**config.mk**
```make
export PLATFORM = sky130hd
export DESIGN_NAME = cmp_bist_driver
export DESIGN_NICKNAME = d
export VERILOG_FILES = /design/src/rtl/cmp_bist_driver.sv
export SDC_FILE = /design/constraint.sdc
export NUM_CORES = 1
export LEC_CHECK = 0
export ABC_AREA = 1
export BUFFER_PORTS_ARGS = -buffer_cell sky130_fd_sc_hd__clkbuf_2
export CAP_MARGIN = 20
export CORE_ASPECT_RATIO = 1.1
export CORE_UTILIZATION = 55
export DETAILED_ROUTE_END_ITERATION = 16
export PLACE_DENSITY_LB_ADDON = 0.1
export RECOVER_POWER = 100
export SLEW_MARGIN = 20
export SYNTH_ARGS = -nofsm -noshare
export SYNTH_HDL_FRONTEND = slang
export SYNTH_SLANG_ARGS = --single-unit
export TNS_END_PERCENT = 1
```
**constraint.sdc**
```tcl
create_clock -name clk -period 3.6 [get_ports clk]
set_clock_uncertainty 0.05 [all_clocks]
set_input_delay 0.36 -clock clk [delete_from_list [all_inputs] [get_ports clk]]
set_output_delay 0.36 -clock clk [all_outputs]
set_load 0.01 [all_outputs]
```
**src/rtl/cmp_bist_driver.sv**
```systemverilog
// rtl/cmp_bist_driver.sv - LFSR-driven self-test master and checker for the magnitude comparator
// Optional first-failure capture ports are enabled by defining CMP_BIST_FIRST_FAIL_EN.
module cmp_bist_driver #(
   parameter int unsigned      WIDTH        = 8,
   parameter int unsigned      NUM_VECTORS  = 256,
   parameter int unsigned      RESP_LATENCY = 1,
   parameter logic [WIDTH-1:0] SEED         = 8'hA5,
   parameter logic [WIDTH-1:0] POLY         = 8'hB8
) (
   input  logic             clk,
   input  logic             rst_n,
   input  logic             start,
   output logic [WIDTH-1:0] A,
   output logic [WIDTH-1:0] B,
   input  logic             Greater,
   input  logic             Less,
   input  logic             Equal,
   output logic             busy,
   output logic             done,
   output logic             pass,
   output logic [15:0]      err_count,
   output logic [15:0]      vec_count
`ifdef CMP_BIST_FIRST_FAIL_EN
   ,
   output logic             first_fail_valid,
   output logic [WIDTH-1:0] first_fail_a,
   output logic [WIDTH-1:0] first_fail_b,
   output logic [2:0]       first_fail_flags
`endif
);

   localparam logic [WIDTH-1:0] SEED_EFF = (SEED == '0) ? {{(WIDTH-1){1'b0}}, 1'b1} : SEED;
   localparam bit               HAS_WAIT = (RESP_LATENCY > 0);
   localparam logic [3:0]       LAT_LAST = HAS_WAIT ? 4'(RESP_LATENCY - 1) : 4'd0;
   localparam logic [15:0]      NUM_LAST = 16'(NUM_VECTORS);

   typedef enum logic [2:0] {IDLE, DRIVE, WAIT, CHECK, DONE} state_t;

   state_t           state, state_nxt;
   logic [WIDTH-1:0] lfsr;
   logic [3:0]       wait_cnt;
   logic [2:0]       expected;
   logic [2:0]       observed;
   logic             mismatch;
   logic             last_vec;

   function automatic logic [WIDTH-1:0] lfsr_step(input logic [WIDTH-1:0] s);
      return s[0] ? ((s >> 1) ^ POLY) : (s >> 1);
   endfunction

   // Golden result comes from the registered operands, so it matches what the comparator sees.
   assign expected = {A > B, A < B, A == B};
   assign observed = {Greater, Less, Equal};
   assign mismatch = (observed != expected);
   assign last_vec = ((vec_count + 16'd1) == NUM_LAST);

   always_ff @(posedge clk or negedge rst_n) begin
      if (!rst_n) state <= IDLE;
      else        state <= state_nxt;
   end

   always_comb begin
      state_nxt = state;
      case (state)
         IDLE, DONE: if (start) state_nxt = DRIVE;
         DRIVE:      state_nxt = HAS_WAIT ? WAIT : CHECK;
         WAIT:       if (wait_cnt == LAT_LAST) state_nxt = CHECK;
         CHECK:      state_nxt = last_vec ? DONE : DRIVE;
         default:    state_nxt = IDLE;
      endcase
   end

   always_ff @(posedge clk or negedge rst_n) begin
      if (!rst_n) begin
         lfsr      <= SEED_EFF;
         A         <= '0;
         B         <= '0;
         wait_cnt  <= '0;
         busy      <= 1'b0;
         done      <= 1'b0;
         pass      <= 1'b0;
         err_count <= '0;
         vec_count <= '0;
`ifdef CMP_BIST_FIRST_FAIL_EN
         first_fail_valid <= 1'b0;
         first_fail_a     <= '0;
         first_fail_b     <= '0;
         first_fail_flags <= '0;
`endif
      end else begin
         case (state)
            IDLE, DONE: begin
               if (start) begin
                  lfsr      <= SEED_EFF;
                  busy      <= 1'b1;
                  done      <= 1'b0;
                  pass      <= 1'b0;
                  err_count <= '0;
                  vec_count <= '0;
`ifdef CMP_BIST_FIRST_FAIL_EN
                  first_fail_valid <= 1'b0;
                  first_fail_a     <= '0;
                  first_fail_b     <= '0;
                  first_fail_flags <= '0;
`endif
               end
            end
            DRIVE: begin
               // Every fourth vector forces equality; the rest pair with the previous A.
               A <= lfsr;
               if (vec_count[1:0] == 2'b11) B <= lfsr;
               else if (vec_count == '0)    B <= ~SEED;
               else                         B <= A;
               lfsr     <= lfsr_step(lfsr);
               wait_cnt <= '0;
            end
            WAIT: wait_cnt <= wait_cnt + 4'd1;
            CHECK: begin
               if (mismatch && (err_count != 16'hFFFF)) err_count <= err_count + 16'd1;
`ifdef CMP_BIST_FIRST_FAIL_EN
               if (mismatch && !first_fail_valid) begin
                  first_fail_valid <= 1'b1;
                  first_fail_a     <= A;
                  first_fail_b     <= B;
                  first_fail_flags <= observed;
               end
`endif
               vec_count <= vec_count + 16'd1;
               if (last_vec) begin
                  busy <= 1'b0;
                  done <= 1'b1;
                  pass <= (err_count == '0) && !mismatch;
               end
            end
            default: ;
         endcase
      end
   end

endmodule

```
* After elaboration in Yosys (flattened, before gate mapping)
Cells that the tools add are included.
Storage, ports and cells: register bits 66, bits of input ports 6, output and inout port bits 51, word-level logic and storage cells 67
Operators by class: $add $sub $neg 3, $lt $le $gt $ge 2, eq/ne operators 13, multiplexer cells 22, bitwise logic cells 1, reductions and logical operators 16
Operator list (count):
- $pmux W16 S2 | 2
- $add A16 B1 Y16 const B | 2
- $logic_not A16 Y1 | 2
- $mux W16 | 2
- $mux W8 | 4
- $eq A16 B9 Y1 const B | 1
- $ne A16 B16 Y1 const B | 1
- $pmux W8 S2 | 1
- $pmux W3 S4 | 1
- $mux W3 | 3
- $eq A8 B8 Y1 | 1
- $gt A8 B8 Y1 | 1
- $lt A8 B8 Y1 | 1
- $ne A2 B2 Y1 const B | 4
- $pmux W4 S2 | 1
- $eq A3 B2 Y1 const B | 2
- $pmux W1 S2 | 3
- $reduce_and A2 Y1 | 3
- $reduce_and A3 Y1 | 2
- $reduce_bool A2 Y1 | 3
- $mux W1 | 5
- $add A4 B1 Y4 const B | 1
- $logic_not A4 Y1 | 1
- $not A3 Y4 | 1
- 8 further kinds | 9

* Depth between registers and ports, before layout
Gate-level depths: netlist of run 1.
depth after elaboration 6, gate-level depth with buffers 18, gate-level depth less buffers 17

* Worst setup path after synthesis of run 1
OpenSTA, ideal clock, no wires.
path kind reg2reg, start point reg A[7], end point reg err_count[3], library setup time 0.117 ns, arrival 1.777 ns, required time 3.433 ns, slack 1.656 ns, cell stages (with the launch flop) 12, path buffers 1, period minus slack after synthesis 1.944 ns, cell sequence dfrtp_1 > ha_1 > a21o_1 > nor2_1 > nand2_1 > nand2_1 > nand3_1 > o21bai_2 > nand2_2 > buf_2 > nand3_1 > nand2_1
Between the ends: word-level cells in the longest chain between the ends 5, elaborated cells on any way between the ends 7, those cells by class order compare (2); eq/ne (3); reduce/logical (2)
Ends and longest elaborated chain:
- start, declared | line 13 | output logic [WIDTH-1:0] A,
- start signal, assigned | line 110 | A <= lfsr;
- $lt A8 B8 Y1 (tied with other cells) | line 52 | assign expected = {A > B, A < B, A == B};
- $ne A3 B3 Y1 (*) | line 54 | assign mismatch = (observed != expected);
- $logic_and A1 B1 Y1 (*) | line 119 | if (mismatch && (err_count != 16'hFFFF)) err_count <= err_count + 16'd1;
- $ne A2 B2 Y1 (no source line) (*)
- $reduce_and A3 Y1 (no source line) (*)
- end signal, assigned | line 119
- end, declared | line 21 | output logic [15:0] err_count,
Mark *: on every way between the ends. The rest lies on a longest branch, timed or not. A chain may end at the register's enable or synchronous reset.

* Worst setup path after layout of run 1
start point reg state[1], end point reg err_count[12]
Between the ends: word-level cells in the longest chain between the ends 4, elaborated cells on any way between the ends 9, those cells by class eq/ne (4); mux (1); reduce/logical (4)
Ends and longest elaborated chain:
- start, declared | line 39 | state_t state, state_nxt;
- start signal, assigned | line 59 | else state <= state_nxt;
- $eq A3 B3 Y1 / $logic_not A3 Y1 (equally long branches) | line 91 | case (state)
- $reduce_or A2 Y1 | line 91
- $ne A2 B2 Y1 (no source line) / $reduce_bool A2 Y1 (equally long branches)
- $reduce_and A3 Y1 (no source line)
Parallel ways exist; a longest one is shown, timed or not.

==> results.toml, run 1 <==
[sta]
fmax_mhz = 358
slew_headroom = -0.385
period_minus_slack_ps = 2790
maxSlewViolCount = 38
setup_viol = 0
rsz0062_at_grt = "false"
hold_violations = 0
fin_crit_sh = 0.776
worst_pin_slew_ps = 2080
tns_ps = 0

[finish]
insertedDiodeCount = 0
syn2layout_area_growth_pct = 14.1
num-nets-final = 578
drive_above_1_share = 0.0605
instances_no_fill = 644

[synth]
synth-edff-count = 0
synth_adder_area_share = 0.0493
yosysSeqAreaShare = 0.435
netlist_top_cells_area = "dfrtp_1 (41%), nand2_1 (12%), inv_1 (7.1%)"
yosys.area.top_type = "dfrtp_1"
synth_top_family_by_area = "simple AND/OR/NAND/NOR gates"
synth_area_um2 = 3810
synthXorXnorAreaFrac = 0.0414
synth_cells = 498
muxShareOfSynthArea = 0
synth-simple-area-share = 0.288
synth_compound_area_frac = 0.101
ys_types = 33
ys_seq_elements = 66
syn-num-nets = 519
synth_top_flop_cell = "dfrtp_1"
syn_avg_cell_area_um2 = 7.64
synth_warnings = 0
async_flop_share = 1.00
synth_top_area_share = 0.408

[setup_path]
slowest_delay_ps = 500
critPathRequiredTime_ps = 3780
regToRegSetupSlack_ps = 810
arrival_ps = 2980
cp.depth = 9
critPathCapture = "err_count[12]"
criticalPathCategory = "reg2reg"
critical_path.slowest_cell = "nand2_1"
r2r-start = "state[1]"
cp_top_family = "simple AND/OR/NAND/NOR gates"
timing.rr.end = "err_count[12]"
critPathBufInv = 3
cp_cell_sequence = "inv_1, nor2_1, inv_1, nor2_4, inv_1, nand2_1, nand2_1, nand2_1, nand2_1"
path_max_fanout = 21
startpoint_type = "flop"
r2r_cells = 9
crit_top_cell = "nand2_1"
crit_path_end_kind = "flop"
cp-startpoint = "state[1]"

[place]
place.detailed.hpwl_um = 6670
place_inst = 628
portBuffers = 56
gp_congestion = 0.894

[job]
cap_violations = 1

[detailed_routing]
ant_nets = 0
dr.pass1.iters = 5
vias = 3627
post_drt_wl_per_cell_um = 14.5
wl_um = 9360
drc = 0
drtIter0Drc = 271
vias_per_cell = 5.63

[clock_tree]
cts_resized = 0
cts_root_buf = "clkbuf_8"
cts_max_path_buffers = 2
insertion_delay_ps = 350
clk_pin_slew_ps = 70
post-cts-setup-buffer-count = 0
cts.htree.levels = 3
cts.sinks = 66
postCtsHoldBufs = 0
cts_tree = "built"
cts_made_buffers = 9

[floorplanning]
start_util = 0.574
dieArea_um2 = 7260
die_h_um = 89.3
die_w_um = 81.3
core_um2 = 6630
io_pins = 57
rows = 31

[outcome]
outcome = "finished, violations left"
failed_checks = "max-capacitance violations, max-slew violations"

[power_and_ir_drop]
pwr_density_cell_nw_per_um2 = 865
swShare = 0.451
p_int_mw = 2.06
max-vdd-ir-drop_v = 0.000375
power_frac_seq = 0.329
p_sw_mw = 1.69
cellLeakagePower_nw = 2.13
p_clk_frac = 0.224
power_mw = 3.75
combPwrFrac = 0.447

[grt]
busiest_layer = "met2"
grtUsageMet2 = 0.462
met1_usage = 0.349
use_met3 = 0.0378
grt_first_pass_wirelength_um = 15000
antenna_found_initial = 0
grt_max_degree = 38
grtUsageTotal = 0.275
grt_pass1_vias = 3285
gr-total-overflow = 0

[min_path]
hold_depth = 4
holdCritPathClass = "in2reg"
[cell usage in the layout, fill, tap and decap left out, drive strengths merged]
cell type	synthesis	layout
a21o	1	1
a21oi	13	13
a221oi	1	1
a22oi	1	1
buf	4	1
bufinv	0	4
clkbuf	7	68
clkinv	1	2
dfrtp	62	62
dfstp	4	4
ha	15	15
inv	72	73
nand2	126	126
nand3	42	42
nand3b	1	1
nand4	16	16
nor2	48	48
nor3	10	10
nor4	5	5
o211ai	3	3
o21ai	32	32
o21bai	1	1
o221ai	3	3
o22ai	12	12
xnor2	1	1
xor2	17	17
[worst min-delay path by stage]
stage	slack, ps	start	endpoint
after floorplan	10	rst_n	A[0]
after global placement	430	lfsr[1]	lfsr[1]
after detailed placement	440	wait_cnt[3]	wait_cnt[3]
after CTS	90	rst_n	A[3]
after global routing	420	start	pass
final	380	start	pass
[worst reg2reg max path, delay by kind of cell (launching register included)]
kind | cells | cell delay [ps]
DFF | 1 | 390
and+or+nand+nor | 6 | 1670
buffers and inverters | 3 | 570
[power groups by stage]
stage	Combinational [mW]	Sequential, mW	Clock (mW)
global placement	1.66	1.23	0
global route	1.89	1.27	0.878
floorplan	1.15	1.27	0
finish	1.68	1.23	0.840
detailed placement	1.71	1.24	0
CTS	1.73	1.23	0.846
[layer usage]
metal  part of all wire  wire length, µm  up-vias
li1                   -                -     1743
met3              0.046              433       29
met5                  0                0        -
met1               0.44             4080     1735
met4              0.030              283        0
met2               0.49             4570      120
[cell usage after synthesis (all sizes together) (5+ instances only)]
master,number
inv,72
nand3,42
clkbuf,7
a21oi,13
dfrtp,62
nand4,16
nand2,126
ha,15
nor2,48
o22ai,12
xor2,17
o21ai,32
nor3,10
nor4,5
[stage by stage]
stage,worst slack (ps),hold slack (ps),instance area [µm²],util
after floorplan,1660,14.4,3810,-
after global placement,1160,428,4160,0.627
after detailed placement,1020,440,4160,0.627
after CTS,1010,90.7,4430,0.667
after global routing,483,418,4340,0.655
final,805,378,4340,0.655
[cell families after synthesis]
logic type,count (synthesis)
buf+inv,84
compound gates,67
fa+ha+maj,15
xor+xnor,18
simple gates,248
flops,66
[sequential cells by signal (all words and copies together) (netlist names)]
register / count
err_count: 16
state: 3
done: 1
lfsr: 8
busy: 1
wait_cnt: 4
B: 8
vec_count: 16
pass: 1
A: 8
[area by class of cell]
cell class / instances / area [µm²]
fillers: 583 / 2290
multi-input cells: 348 / 1810
flip-flops and latches: 66 / 1660
inverters: 73 / 274
repair buffers: 59 / 231
clock inverters: 6 / 138
clock buffers: 10 / 128
well taps: 82 / 103
(Power assumes the default switching activity.)
==> run 2, diff against run 1 <==
Settings changed: ABC_AREA 1 to 0, CORE_UTILIZATION 55 to 52.
Clock period 3.6 ns to 2.3 ns, I/O delays scaled along.
==> run 2 against run 1 <==
  * First-iteration DRC count grew 23%
  * Design area increased by 12%
  * Via count rose by 5.8%
  * Synthesized cell count decreased by 11%
  * Flip-flop and latch count did not move
  * Critical path depth increased by 1
  * The run ends with design-rule violations, negative setup slack left
  * Fmax rose by 15%
  * Core utilization up 3.4 points
==> results.toml, run 2 <==
[sta]
maxSlewViolCount = 0
setup_viol = 16
fin_crit_sh = 1.06
rsz0062_at_grt = "true"
period_minus_slack_ps = 2440
fmax_mhz = 410
worst_hold_slack_ps = 45.6
worst_pin_slew_ps = 1180
slew_headroom = 0.212
hold_violations = 0
tns_ps = -1330
fin_ws_ps = -140

[synth]
ys_seq_elements = 66
synth_top_area_share = 0.404
synth_area_um2 = 3840
syn-num-nets = 462
async_flop_share = 1.00
synth_top_flop_cell = "dfrtp_1"
netlist_top_cells_area = "dfrtp_1 (40%), nand2_1 (6.5%), ha_1 (4.9%)"
ys_types = 67
synthTopCellsByCount = "nand2_1 (66), dfrtp_1 (62), o21ai_0 (37)"
synth.most_common_cell = "nand2_1"
synth_cells = 441
synth-edff-count = 0
yosys.area.top_type = "dfrtp_1"
syn_avg_cell_area_um2 = 8.71
synth_warnings = 0
yosysSeqAreaShare = 0.431

[floorplanning]
die_h_um = 92.1
start_util = 0.542
rows = 32
die_w_um = 83.9
dieArea_um2 = 7730
io_pins = 57
core_um2 = 7090

[setup_path]
regToRegSetupSlack_ps = -140
r2r-start = "A[4]"
r2r_cells = 10
startpoint_type = "flop"
cp-startpoint = "A[4]"
crit_path_end_kind = "flop"
path_max_fanout = 4
critPathCapture = "err_count[9]"
criticalPathCategory = "reg2reg"
timing.rr.end = "err_count[9]"
critPathRequiredTime_ps = 2470
arrival_ps = 2610

[detailed_routing]
drtIter0Drc = 332
vias_per_cell = 6.04
post_drt_wl_per_cell_um = 16.3
wl_um = 10300
dr.pass1.iters = 11
ant_nets = 0
drc = 4
vias = 3837

[grt]
antenna_found_initial = 0
gr-total-overflow = 0
grtUsageTotal = 0.279
grt_max_degree = 47
grt_first_pass_wirelength_um = 17200
grt_pass1_vias = 3642

[clock_tree]
cts_max_path_buffers = 2
cts_made_buffers = 9
cts.sinks = 66
insertion_delay_ps = 340
cts_tree = "built"
cts.htree.levels = 3
clk_pin_slew_ps = 70
cts_root_buf = "clkbuf_8"

[place]
place.detailed.hpwl_um = 7180
portBuffers = 56
gp_congestion = 0.870

[finish]
layout_commonest_cell = "nand2_1"
num-nets-final = 567
reg_top3 = "err_count (16), vec_count (16)"
final_util = 0.689
insertedDiodeCount = 0
final_cell_mix = "nand2_1 (65), dfrtp_1 (62), buf_4 (46), clkbuf_1 (42), o21ai_0 (36)"
drive_above_1_share = 0.235
syn2layout_area_growth_pct = 27.1

[power_and_ir_drop]
cellLeakagePower_nw = 2.19
max-vdd-ir-drop_v = 0.000831
pwr_density_cell_nw_per_um2 = 1210

[outcome]
failed_checks = "design-rule violations, negative setup slack"
outcome = "finished, violations left"

[job]
cap_violations = 0

[min_path]
holdCritPathClass = "in2reg"
==> run 2: routing by layer <==
layer / GRT usage / vias to the layer above / routed length (µm)
met5: 0 / - / 0
met4: 0.0862 / 0 / 106
met1: 0.355 / 1870 / 4560
met3: 0.0531 / 13 / 478
met2: 0.481 / 123 / 5200
li1: - / 1831 / -
==> run 2: area by class of cell <==
class | count | area (µm²)
clock buffer | 13 | 169
clock inverter | 2 | 35.0
fill | 614 | 2210
inverter | 18 | 67.6
multi-input combinational | 332 | 2160
sequential | 66 | 1660
tap | 85 | 106
timing repair buffer | 119 | 682
==> run 2: what timing repair did <==
item                                   CTS  global route
gates cloned                             0             1
setup endpoints to repair               16            20
gates resized for setup                  3            22
buffers inserted                         2             2
hold buffers                             1             0
pin swaps                               10            10
endpoints found under the hold margin   20             0
==> run 2: how the worst min path moves through the flow <==
stage / from / to / slack [ps] / cells after the start
2_1_floorplan: rst_n / A[0] / -120 / 0
3_3_place_gp: rst_n / err_count[13] / 170 / 1
3_5_place_dp: rst_n / err_count[13] / 190 / 1
4_1_cts: start / state[2] / 40 / 2
5_1_grt: start / state[2] / 40 / 2
6_report: start / state[2] / 50 / 2
==> run 2: worst max-delay path, stage by stage, from the launching register on <==
cell and delay, ps:
dfrtp_1 390, ha_1 310, nand4_2 140, nor2_4 50
or4b_4 500, a21oi_4 150, nor3_4 80, buf_4 150
nand2_2 90, nor4_1 70, a311o_1 330
==> run 2: cell families after synthesis <==
group	share of synthesized area
simple gates	0.243
compound gates	0.205
flops	0.431
buf+inv	0.0472
fa+ha+maj	0.0489
xor+xnor	0.0160
mux	0.00847
==> run 2: per-stage QoR <==
step	power, mW	area (µm²)	instances	worst slack [ps]
2_1_floorplan	3.48	3870	441	-209
3_3_place_gp	4.56	4590	614	-78.6
3_5_place_dp	4.64	4590	614	-141
4_1_cts	5.73	4840	632	-143
5_1_grt	6.35	4880	635	-223
6_report	5.92	4880	635	-140
==> run 2: where the power goes <==
group          leakage, nW  total (mW)  internal (mW)  switching, mW
clock                0.106        1.03          0.583          0.442
sequential           0.857        1.88           1.51          0.363
combinational         1.23        3.02           1.31           1.71
total                 2.19        5.92           3.41           2.52
